File: config.mk
export PLATFORM = sky130hd
export DESIGN_NAME = exec_seq_ctrl
export DESIGN_NICKNAME = d
export VERILOG_FILES = /design/src/rtl/cpu_pkg.sv /design/src/rtl/op_class_decode.sv /design/src/rtl/exec_seq_ctrl.sv
export SDC_FILE = /design/constraint.sdc
export NUM_CORES = 1
export LEC_CHECK = 0
export CAP_MARGIN = 5
export CORE_AREA = 2 2 42 44
export CTS_CLUSTER_DIAMETER = 200
export DETAILED_ROUTE_END_ITERATION = 10
export DIE_AREA = 0 0 44 46
export DONT_BUFFER_PORTS = 1
export GPL_TIMING_DRIVEN = 1
export PLACE_DENSITY = 0.67
export SLEW_MARGIN = 20
export SYNTH_ARGS = -nofsm -noshare
export SYNTH_HDL_FRONTEND = slang
export SYNTH_SLANG_ARGS = --single-unit
File: constraint.sdc
create_clock -name clk -period 1.95 [get_ports clk]
set_clock_uncertainty 0.15 [all_clocks]
set_input_delay 0.195 -clock clk [delete_from_list [all_inputs] [get_ports clk]]
set_output_delay 0.195 -clock clk [all_outputs]
set_load 0.02 [all_outputs]
File: src/rtl/cpu_pkg.sv
// Shared opcode values, op-class encoding and execute-sequencer state encoding for the 32-bit CPU.
package cpu_pkg;

  localparam int unsigned OPC_W = 6;

  localparam logic [OPC_W-1:0] OP_ADD   = 6'd1;
  localparam logic [OPC_W-1:0] OP_SUB   = 6'd2;
  localparam logic [OPC_W-1:0] OP_STORE = 6'd3;
  localparam logic [OPC_W-1:0] OP_LOAD  = 6'd4;
  localparam logic [OPC_W-1:0] OP_MOVE  = 6'd5;
  localparam logic [OPC_W-1:0] OP_SGE   = 6'd6;
  localparam logic [OPC_W-1:0] OP_SLE   = 6'd7;
  localparam logic [OPC_W-1:0] OP_SGT   = 6'd8;
  localparam logic [OPC_W-1:0] OP_SLT   = 6'd9;
  localparam logic [OPC_W-1:0] OP_SEQ   = 6'd10;
  localparam logic [OPC_W-1:0] OP_SNE   = 6'd11;
  localparam logic [OPC_W-1:0] OP_AND   = 6'd12;
  localparam logic [OPC_W-1:0] OP_OR    = 6'd13;
  localparam logic [OPC_W-1:0] OP_XOR   = 6'd14;
  localparam logic [OPC_W-1:0] OP_NOT   = 6'd15;
  localparam logic [OPC_W-1:0] OP_MOVEI = 6'd16;
  localparam logic [OPC_W-1:0] OP_SLI   = 6'd17;
  localparam logic [OPC_W-1:0] OP_SRI   = 6'd18;
  localparam logic [OPC_W-1:0] OP_ADDI  = 6'd19;
  localparam logic [OPC_W-1:0] OP_SUBI  = 6'd20;
  localparam logic [OPC_W-1:0] OP_ADDF  = 6'd23;
  localparam logic [OPC_W-1:0] OP_MULF  = 6'd24;

  typedef enum logic [2:0] {
    ClsReg,
    ClsUnary,
    ClsImm,
    ClsLoad,
    ClsStore,
    ClsFp,
    ClsIllegal
  } op_class_e;

  typedef enum logic [2:0] {
    StIdle,
    StExec,
    StMemWait,
    StFpWait,
    StWb,
    StErr
  } state_e;

endpackage

File: src/rtl/op_class_decode.sv
// Combinational opcode classifier: op class plus operand-B select. Shared with the decode stage.
module op_class_decode
  import cpu_pkg::*;
(
  input  logic [OPC_W-1:0] opcode,
  output op_class_e        op_class,
  output logic             opb_sel
);

  always_comb begin
    op_class = ClsIllegal;
    opb_sel  = 1'b0;
    case (opcode)
      OP_ADD, OP_SUB, OP_SGE, OP_SLE, OP_SGT, OP_SLT, OP_SEQ, OP_SNE,
      OP_AND, OP_OR, OP_XOR:                     op_class = ClsReg;
      OP_MOVE, OP_NOT:                           op_class = ClsUnary;
      OP_MOVEI, OP_SLI, OP_SRI, OP_ADDI, OP_SUBI: begin
        op_class = ClsImm;
        opb_sel  = 1'b1;
      end
      OP_LOAD: begin
        op_class = ClsLoad;
        opb_sel  = 1'b1;
      end
      OP_STORE: begin
        op_class = ClsStore;
        opb_sel  = 1'b1;
      end
      OP_ADDF, OP_MULF:                          op_class = ClsFp;
      default:                                   op_class = ClsIllegal;
    endcase
  end

endmodule

File: src/rtl/exec_seq_ctrl.sv
// Execute-stage sequencer: accepts one decoded instruction and steps it through ALU, memory,
// FP and write-back. Define MEM_TIMEOUT_EN to abort memory waits after MEM_TO_CYCLES cycles.
module exec_seq_ctrl
  import cpu_pkg::*;
#(
  parameter int unsigned MEM_TO_CYCLES = 16,
  parameter int unsigned TO_CNT_W      = 5
) (
  input  logic             clk,
  input  logic             reset,
  input  logic             instr_valid,
  output logic             instr_ready,
  input  logic [OPC_W-1:0] opcode,
  output logic             opb_sel,
  output logic             alu_en,
  output logic [OPC_W-1:0] alu_op,
  output logic             mem_re,
  output logic             mem_we,
  input  logic             mem_ack,
  output logic             fp_start,
  input  logic             fp_done,
  output logic             reg_we,
  output logic             illegal_op,
  output logic             mem_err,
  output logic             busy
);

  if ((2 ** TO_CNT_W) <= MEM_TO_CYCLES) begin : g_bad_to_cnt_w
    $error("TO_CNT_W too narrow for MEM_TO_CYCLES");
  end

  state_e          state_q, state_d;
  op_class_e       cls_q, dec_cls;
  logic [OPC_W-1:0] alu_op_q;
  logic            opb_sel_q, dec_opb;
  logic            accept;

  op_class_decode u_decode (
    .opcode   (opcode),
    .op_class (dec_cls),
    .opb_sel  (dec_opb)
  );

  assign accept = instr_valid && (state_q == StIdle);

  always_ff @(posedge clk) begin
    if (reset) begin
      state_q   <= StIdle;
      cls_q     <= ClsIllegal;
      alu_op_q  <= '0;
      opb_sel_q <= 1'b0;
    end else begin
      state_q <= state_d;
      if (accept) begin
        cls_q     <= dec_cls;
        alu_op_q  <= opcode;
        opb_sel_q <= dec_opb;
      end
    end
  end

`ifdef MEM_TIMEOUT_EN
  logic [TO_CNT_W-1:0] to_cnt_q;
  logic                timeout;

  // Held at zero outside MEM_WAIT, so every entry starts a fresh count.
  always_ff @(posedge clk) begin
    if (reset || (state_q != StMemWait)) begin
      to_cnt_q <= '0;
    end else if (!mem_ack) begin
      to_cnt_q <= to_cnt_q + 1'b1;
    end
  end

  assign timeout = (state_q == StMemWait) && !mem_ack &&
                   (to_cnt_q == TO_CNT_W'(MEM_TO_CYCLES - 1));
`endif

  always_comb begin
    state_d     = state_q;
    instr_ready = 1'b0;
    alu_en      = 1'b0;
    mem_re      = 1'b0;
    mem_we      = 1'b0;
    fp_start    = 1'b0;
    reg_we      = 1'b0;
    illegal_op  = 1'b0;
    mem_err     = 1'b0;
    case (state_q)
      StIdle: begin
        instr_ready = 1'b1;
        if (instr_valid) state_d = (dec_cls == ClsIllegal) ? StErr : StExec;
      end
      StExec: begin
        alu_en = 1'b1;
        case (cls_q)
          ClsLoad, ClsStore: state_d = StMemWait;
          ClsFp: begin
            fp_start = 1'b1;
            state_d  = StFpWait;
          end
          default:           state_d = StWb;
        endcase
      end
      StMemWait: begin
        mem_re = (cls_q == ClsLoad);
        mem_we = (cls_q == ClsStore);
        if (mem_ack) begin
          state_d = (cls_q == ClsLoad) ? StWb : StIdle;
        end
`ifdef MEM_TIMEOUT_EN
        else if (timeout) begin
          mem_err = 1'b1;
          state_d = StIdle;
        end
`endif
      end
      StFpWait: if (fp_done) state_d = StWb;
      StWb: begin
        reg_we  = 1'b1;
        state_d = StIdle;
      end
      StErr: begin
        illegal_op = 1'b1;
        state_d    = StIdle;
      end
      default:   state_d = StIdle;
    endcase
  end

  assign alu_op  = alu_op_q;
  assign opb_sel = opb_sel_q;
  assign busy    = (state_q != StIdle);

endmodule

* After elaboration in Yosys (flattened, before gate mapping)
Cells that the tools add are included.
** Word-level totals
- Flip-flop bits (word level) :: 13
- Latch bits :: 0
- Bits in writable memories :: 0
- Bits in read-only memories :: 0
- Bits of input ports :: 11
- Output and inout bits :: 16
- Word-level logic and storage cells :: 65
- Memories kept :: 0
** Cells by class
- Add/subtract/negate cells :: 0
- $mul :: 0
- Div/mod/pow operators :: 0
- Order comparisons :: 0
- Equality and inequality tests :: 34
- Shift-type cells :: 0
- Muxes and demuxes :: 17
- Bitwise operators :: 0
- Reductions and logical operators :: 10
** Operators by type and width (number)
- $eq 6x4->1 const B :: 8
- $eq 6x5->1 const B :: 7
- $eq 6x3->1 const B :: 4
- $pmux 3 s6 :: 1
- $eq 3x3->1 const B :: 5
- $mux 3 :: 5
- $eq 6x2->1 const B :: 2
- $pmux 3 s4 :: 1
- $reduce_or 11->1 :: 1
- $eq 3x2->1 const B :: 3
- $mux 1 :: 9
- $reduce_or 7->1 :: 1
- $eq 6x1->1 const B :: 1
- $ne 2x2->1 const B :: 3
- $pmux 3 s2 :: 1
- $reduce_or 2->1 :: 3
- $reduce_or 5->1 :: 1
- $eq 3x1->1 const B :: 1
- $logic_not 3->1 :: 1
- $reduce_and 3->1 :: 1
- $reduce_bool 3->1 :: 1
- $logic_and 1x1->1 :: 1

* Logic depth before layout (Yosys ltp)
Gate-level depths: netlist of the first run.
- Word-level depth :: 7
- Mapped depth :: 6
- Mapped depth without buffers :: 5

* By module
From an unflattened synthesis of the first run, not the netlist that was laid out.
** Second synthesis, totals
- Cells, all modules :: 111
- Area, all modules :: 902.1 µm²
** By module, submodules not included
- exec_seq_ctrl :: instances 1, cells an instance 83, area an instance 699.4 µm², sequential area each 260.2 µm²
- op_class_decode :: instances 1, cells an instance 28, area an instance 202.7 µm², sequential area each 0.0 µm²

* Worst setup path before layout of the first run
OpenSTA, ideal clock, no wires.
- Path type :: register to output
- Start point :: register state_q[0]
- End point :: output port fp_start
- Data arrival time :: 1.539 ns
- Required time :: 1.605 ns
- Slack :: 0.066 ns
- Stages on the path, launching flop included :: 4
- Path buffers :: 1
- Cells stage by stage :: dfxtp_1 > buf_2 > nor3b_1 > and4_1
** Between the ends
- Word-level cells in the longest chain between the ends :: 2
** RTL lines
- start, declared :: line exec_seq_ctrl.sv:32 : state_e state_q, state_d;
- start signal, assigned :: line exec_seq_ctrl.sv:48 : state_q <= StIdle;
- start signal, assigned :: line exec_seq_ctrl.sv:53 : state_q <= state_d;
- $eq 3x1->1 :: line exec_seq_ctrl.sv:89 : case (state_q)
- $mux 1 :: line exec_seq_ctrl.sv:89
- end, declared :: line exec_seq_ctrl.sv:20 : output logic fp_start,
No other way between the ends.

* Worst setup path after layout of the first run
Ends and elaborated chain as after synthesis.

==> results of run 1 <==
==> power groups by stage <==
stage	sequential, mW	combinational (mW)	clock (mW)
finish	0.376	0.451	0.162
global route	0.383	0.495	0.177
CTS	0.376	0.453	0.170
detailed placement	0.383	0.431	0
global placement	0.382	0.423	0
floorplan	0.376	0.346	0
==> layer usage <==
metal,part of all wire,GRT usage,vias to the layer above
li1,-,-,406
met1,0.43,0.229,367
met2,0.50,0.374,29
met3,0.063,0.0357,2
met4,0.0046,0.0364,0
met5,0,0,-
==> cell type report <==
class                           instances  area share
Clock buffer                            4      0.0279
Inverter                                6      0.0253
Multi-Input combinational cell         81       0.507
Sequential cell                        13       0.277
Tap cell                               17      0.0226
Timing Repair Buffer                   15       0.141
==> per-stage QoR <==
step / worst slack, ns / std cells / cell area [um2] / util / hold WS [ns]
after floorplan: 0.0659 / 110 / 806 / - / 0.181
after global placement: 0.259 / 124 / 835 / 0.517 / 0.118
after detailed placement: 0.235 / 124 / 835 / 0.517 / 0.119
after CTS: 0.211 / 136 / 941 / 0.583 / 0.00418
after global routing: 0.136 / 136 / 941 / 0.583 / 0.0277
final: 0.222 / 136 / 941 / 0.583 / 0.00959
==> how the worst min path moves through the flow <==
stage	from	endpoint	slack (ns)	cells past startpoint
2_1_floorplan	opcode[5]	alu_op[5]	0.18	2
3_3_place_gp	reset	alu_op[0]	0.12	1
3_5_place_dp	reset	alu_op[5]	0.12	1
4_1_cts	opcode[3]	cls_q[0]	0.004	2
5_1_grt	instr_valid	alu_op[0]	0.03	3
6_report	opcode[3]	cls_q[0]	0.01	2
==> cell families (layout without fill, tap and decap cells) <==
logic type             Yosys count  in the layout  share of synthesized area
AO/OA/AOI/OAI                   33             33                      0.270
multiplexers                     1              1                     0.0140
XOR/XNOR                         2              2                     0.0217
AND/OR/NAND/NOR                 44             44                      0.281
other                            1              1                    0.00465
flip-flops                      13             13                      0.323
buffers and inverters           16             25                     0.0854
==> flip-flops by register name (all words and copies together) (netlist names) <==
register / cells
state_q: 3
alu_op: 6
cls_q: 3
opb_sel: 1
==> worst register-to-register path, cell delays in order, from the launching register on <==
cell,delay [ns]
dfxtp_1,0.36
or3_4,0.41
clkinv_2,0.10
nand2_4,0.09
or3_1,0.33
o32a_1,0.18
==> cell usage in the layout, fill, tap and decap left out, types with 2 or more instances in the layout <==
cell type and instances:
dlygate4sd3_1 8, a211o_1 2, nor3_1 8, nor2_1 8, o21ai_0 4, dfxtp_1 13
a21oi_1 12, nand2_1 15, nor3b_1 2, a211oi_1 2, nand3b_1 3, o21a_1 2
buf_4 7, a221oi_1 3, clkbuf_4 3, inv_1 5
==> repair_timing <==
item                                   CTS  global route
hold buffers                             8             0
buffers inserted                         0             0
endpoints found under the hold margin   13             0
resized for setup                        0             0
==> metrics.txt, run 1 <==
die width 44 um; sw power 0.409 mW; R2R Setup Slk 0.23 ns; CP Class flop to output port; delay-heaviest family, CP simple AND/OR/NAND/NOR gates; Commonest cells post-synth 15 x nand2_1, 13 x dfxtp_1, 12 x a21oi_1; Clk pwr share 0.163; layout cells sized above 1 0.134; fin nets 131; H-tree Lvls 1; Buf/Inv on CP 1; most common cell in the synthesized netlist nand2_1; final hold vios 0; RePlAce Congestion 0.846; Critical Path Source Type flop; antenna diode count 0; worst vdd ir 656 uV; critical path fanouts, max 11; synthesized flop and latch total 13; critical path, cell by cell buf_4 -> nor3b_1 -> and4_1; part of the power in combinational logic 0.456; Final min period 1.73 ns; starting density of the core 0.499; area of the multi-input gates 477 um2; WL final 1940 um; CP Capture Point fp_start; Setup TNS 0 ns; Top FF cell, synth dfxtp_1; CP Depth 3; number of top-level pins 27; Hold Crit Class input pin to flop; asr flop ratio synth 0; clock latency on the worst-skew pair 0.27 ns; Num CTS Buffers 3; DRC 0; slowest CP cell and4_1; die area 0.00202 mm2; Clock Sinks 13; Pwr Density 1050 mW/mm2; Slew @ Worst Pin 0.521 ns; Net Sw Frac 0.414; Yosys warnings 0; core area 0.00161 mm2; number of routed nets with antenna violations 0; first-pass GRT wire length 2970 um; leakage power 0.361 nW; per-cell routed wire length 14.3 um; CTS tree done; final worst-path cycle share 0.886; DR vias/cell 5.91; GR Overflow Total 0; mapped cell area 806 um2; CTS clock-pin slew for the worst setup and hold paths 0.08 ns; CTS Root Cell clkbuf_4; total chip power 0.989 mW; Initial DRC Count 6; routed via count 804; Syn-to-layout area delta 16.8%; HPWL Detailed 1310 um; FF-to-FF End cls_q[1]; IO Port Bufs 0; Synth area leaders dfxtp_1 32%, a21oi_1 7.5%, nand2_1 7.0%; FF-to-FF path depth 5; Crit. End Element output port; Setup crit start state_q[0]; CP required 1.60 ns; Synth Instances 110; Synth cell types 37; Sequential Power Share 0.380; # setup viols final 0; largest net degree at the start of global routing 16; Sequential Area 260 um2; Peak Freq 579 MHz; crit-path max cell delay 0.35 ns; Chip Height 46 um; Filler cells 153; P_int 0.580 mW; vias in the first global route 701; max-slew violation count 0; clk buf depth 2; initial antenna violation count 0; post-synth top area share 0.323; Slew headroom 0.651; Syn Area/Cell 7.33 um2; status completed; sequential fraction of the synthesis area 0.323; GRT Overall Usage 0.197; maxcap violations 0; First-pass DRT Iterations 4; syn_nets 121; Rows 15; Critical R2R Launch state_q[2]; CP arrival 1.38 ns; RSZ-0062 raised after global routing false; leading area contributor after synthesis dfxtp_1; Post-synth EDFFs 0
Note: power is estimated with default switching activity, not from simulation.
==> run 2, diff against run 1 <==
- clock period: 1.95 -> 2.1 ns (I/O delays scaled with it)
==> metrics.txt, run 2 (synthesis gave the netlist of run 1 again) <==
Crit. End Element flop; post-CTS sizing 0; final hold vios 0; DR vias/cell 6.08; Critical Path Source Type flop; maxcap violations 0; Pwr Density 954 mW/mm2; DRC 0; Setup TNS 0 ns; hold_ws 0.0241 ns; final worst-path cycle share 0.859; Worst Slack Setup Final 0.297 ns; WL final 1940 um; Final min period 1.80 ns; Num CTS Buffers 3; max-slew violation count 0; CTS clock-pin slew for the worst setup and hold paths 0.08 ns; Slew headroom 0.578; Critical R2R Launch state_q[2]; CTS Root Cell clkbuf_4; Syn-to-layout area delta 16.1%; Initial DRC Count 24; critical path fanouts, max 10; core area 0.00161 mm2; die area 0.00202 mm2; worst vdd ir 594 uV; number of top-level pins 27; commonest cells after routing, fill and taps aside 15 x nand2_1, 13 x dfxtp_1, 12 x a21oi_1, 9 x dlygate4sd3_1; leakage power 0.356 nW; fin nets 130; die width 44 um; commonest non-fill, non-tap cell in the layout nand2_1; Peak Freq 555 MHz; CP Class flop to flop; CTS tree done; initial antenna violation count 0; RePlAce Congestion 0.780; layout cells sized above 1 0.119; vias in the first global route 706; largest net degree at the start of global routing 16; Slew @ Worst Pin 0.627 ns; routed via count 821; GR Overflow Total 0; CP required 2.11 ns; first-pass GRT wire length 2970 um; per-cell routed wire length 14.4 um; R2R Setup Slk 0.30 ns; RSZ-0062 raised after global routing false; clock latency on the worst-skew pair 0.27 ns; delay-heaviest family, CP simple AND/OR/NAND/NOR gates; Chip Height 46 um; Largest register FFs 6; Cells after DPL 122; status completed; # setup viols final 0; First-pass DRT Iterations 4; H-tree Lvls 1; slowest CP cell or3_4; Final Core Density 0.580; GRT Overall Usage 0.198; Hold Crit Class input pin to flop; Setup crit start state_q[2]; IO Port Bufs 0; clk buf depth 2; Rows 15; number of routed nets with antenna violations 0; Buf/Inv on CP 1; CP arrival 1.82 ns; non-filler cells, final 135; starting density of the core 0.499; Min-Delay Startpoint opcode[3]; HPWL Detailed 1320 um; Clock Sinks 13; critical path, cell by cell or3_4 -> clkinv_2 -> nand2_4 -> or3_1 -> o32a_1; Setup WS pre-CTS 0.291 ns; crit-path max cell delay 0.41 ns; antenna diode count 0
run 2: cell count changes in the layout (fill, tap and decap cells not counted), sizes merged:
| cell | change |
|---|---|
| buf | -2 |
| dlygate4sd3 | +1 |
run 2: routing by layer:
layer | share of wire | vias up | global-route usage | routed length (um)
met5 | 0 | - | 0 | 0
met4 | 0.020 | 0 | 0.0909 | 38
met3 | 0.064 | 6 | 0.0397 | 125
met2 | 0.50 | 29 | 0.350 | 971
met1 | 0.42 | 378 | 0.229 | 807
li1 | - | 408 | - | -
run 2: power by group:
group          internal, mW  leakage [nW]  switching (mW)
clock                0.0735        0.0150          0.0766
sequential            0.291         0.106          0.0592
combinational         0.154         0.235           0.238
total                 0.518         0.356           0.374
run 2: timing repair:
action                                 4_1_cts  5_1_grt
hold buffers                                 9        0
endpoints found under the hold margin       13        0
setup buffers                                0        0
run 2: layout make-up:
| type | count | area (um2) |
|---|---|---|
| well taps | 17 | 21.3 |
| clock buffers | 4 | 26.3 |
| repair buffers | 14 | 128 |
| flip-flops and latches | 13 | 260 |
| inverters | 6 | 23.8 |
| multi-input cells | 81 | 477 |
| fillers | 156 | 678 |
run 2: worst paths after layout:
kind | endpoint | depth (start not counted)
worst max-delay path | cls_q[1] | 5
worst min-delay path | cls_q[0] | 2
worst max register to register | cls_q[1] | 5
worst min register to register | alu_op[5] | 2
run 2: per-stage QoR:
stage          area, um2  power [mW]
6_report             936       0.892
5_1_grt              936       0.949
4_1_cts              936       0.899
3_5_place_dp         820       0.732
3_3_place_gp         820       0.723
2_1_floorplan        806       0.671
==> run 3, diff against run 2 <==
- CORE_AREA: 2 2 42 44 -> 2 2 44 46
- DIE_AREA: 0 0 44 46 -> 0 0 46 48
- PLACE_DENSITY: 0.67 -> default
==> metrics.txt, run 3 (synthesis gave the netlist of run 1 again) <==
RSZ-0062 raised after global routing false; GR Overflow Total 0; gr busiest metal met2; routing usage on met2 0.325; Filler cells 161; hold_ws 0.0205 ns; Final min period 1.79 ns; HPWL Detailed 1290 um; H-tree Lvls 1; Slew headroom 0.582; RePlAce Congestion 0.789; placed inst area 820 um2; WL final 1930 um; commonest non-fill, non-tap cell in the layout nand2_1; cell area after layout 926 um2; fin nets 129; largest net degree at the start of global routing 16; per-cell routed wire length 14.4 um; initial antenna violation count 0; status completed; # setup viols final 0; Setup TNS 0 ns; Hold Crit Class input pin to flop; IO Port Bufs 0; vias in the first global route 725; met1 Use GR 0.243; CP required 2.11 ns; First-pass DRT Iterations 6; area of the multi-input gates 477 um2; worst vdd ir 482 uV; Largest register FFs 6; Sequential Area 260 um2; Slew @ Worst Pin 0.622 ns; Chip Height 48 um; commonest cells after routing, fill and taps aside 15 x nand2_1, 13 x dfxtp_1, 12 x a21oi_1; DR vias/cell 5.90; number of top-level pins 27; routed via count 791; number of routed nets with antenna violations 0; leakage power 0.351 nW; final hold vios 0; max-slew violation count 0; clk buf depth 2; total chip power 0.883 mW; non-filler cells, final 134; Clock Sinks 13; CTS tree done; CTS Root Cell clkbuf_4; Rows 15; first-pass GRT wire length 3080 um; maxcap violations 0; core area 0.00169 mm2; Num CTS Buffers 3; Cells after DPL 122; DRC 0; Pwr Density 953 mW/mm2; Initial DRC Count 11; clock latency on the worst-skew pair 0.26 ns; GR Util met3 0.0302; die area 0.00221 mm2; Critical Path Source Type flop; critical path fanouts, max 10; CP Class flop to flop; die width 46 um; layout cells sized above 1 0.120; final worst-path cycle share 0.853; Worst Slack Setup Final 0.310 ns; Setup WS pre-CTS 0.315 ns; Syn-to-layout area delta 14.9%; antenna diode count 0; GRT Overall Usage 0.192; CP arrival 1.80 ns; Final Core Density 0.548; starting density of the core 0.477; Post-CTS Repair Setup Buffers 0; CTS clock-pin slew for the worst setup and hold paths 0.08 ns; Crit. End Element flop; Peak Freq 559 MHz; R2R Setup Slk 0.31 ns
[run 3: cell count changes in the layout (fill, tap and decap cells not counted)]
| cell | delta |
|---|---|
| dlygate4sd3_1 | -1 |
[run 3: routing by layer]
layer  vias up  part of all wire
met4         0             0.011
met3         2             0.038
met1       371              0.44
li1        402                 -
met2        16              0.51
met5         -                 0
[run 3: layout make-up]
| type | instances | area share |
|---|---|---|
| multi-input cells | 81 | 0.515 |
| flip-flops and latches | 13 | 0.281 |
| repair buffers | 13 | 0.127 |
| clock buffers | 4 | 0.0284 |
| inverters | 6 | 0.0257 |
| well taps | 17 | 0.0230 |
[run 3: timing repair]
action                                 4_1_cts  5_1_grt
gates resized for setup                      0        0
endpoints found under the hold margin       13        0
hold buffers                                 8        0
[run 3: final timing paths]
check / depth (start not counted) / start / end
min reg2reg: 2 / alu_op[3] / alu_op[3]
max reg2reg: 5 / state_q[2] / cls_q[1]
max: 5 / state_q[2] / cls_q[1]
min: 2 / opcode[3] / cls_q[0]
[run 3: critical path, stage by stage (launching register included)]
cell and delay (ns):
dfxtp_1 0.37, or3_4 0.41, clkinv_2 0.14, nand2_4 0.10
or3_1 0.34, o32a_1 0.18
[run 3: power breakdown]
group          total (mW)  leakage [nW]  internal, mW  switching [mW]
clock network       0.145        0.0150        0.0734          0.0719
registers           0.353         0.106         0.291          0.0622
logic               0.385         0.229         0.153           0.232
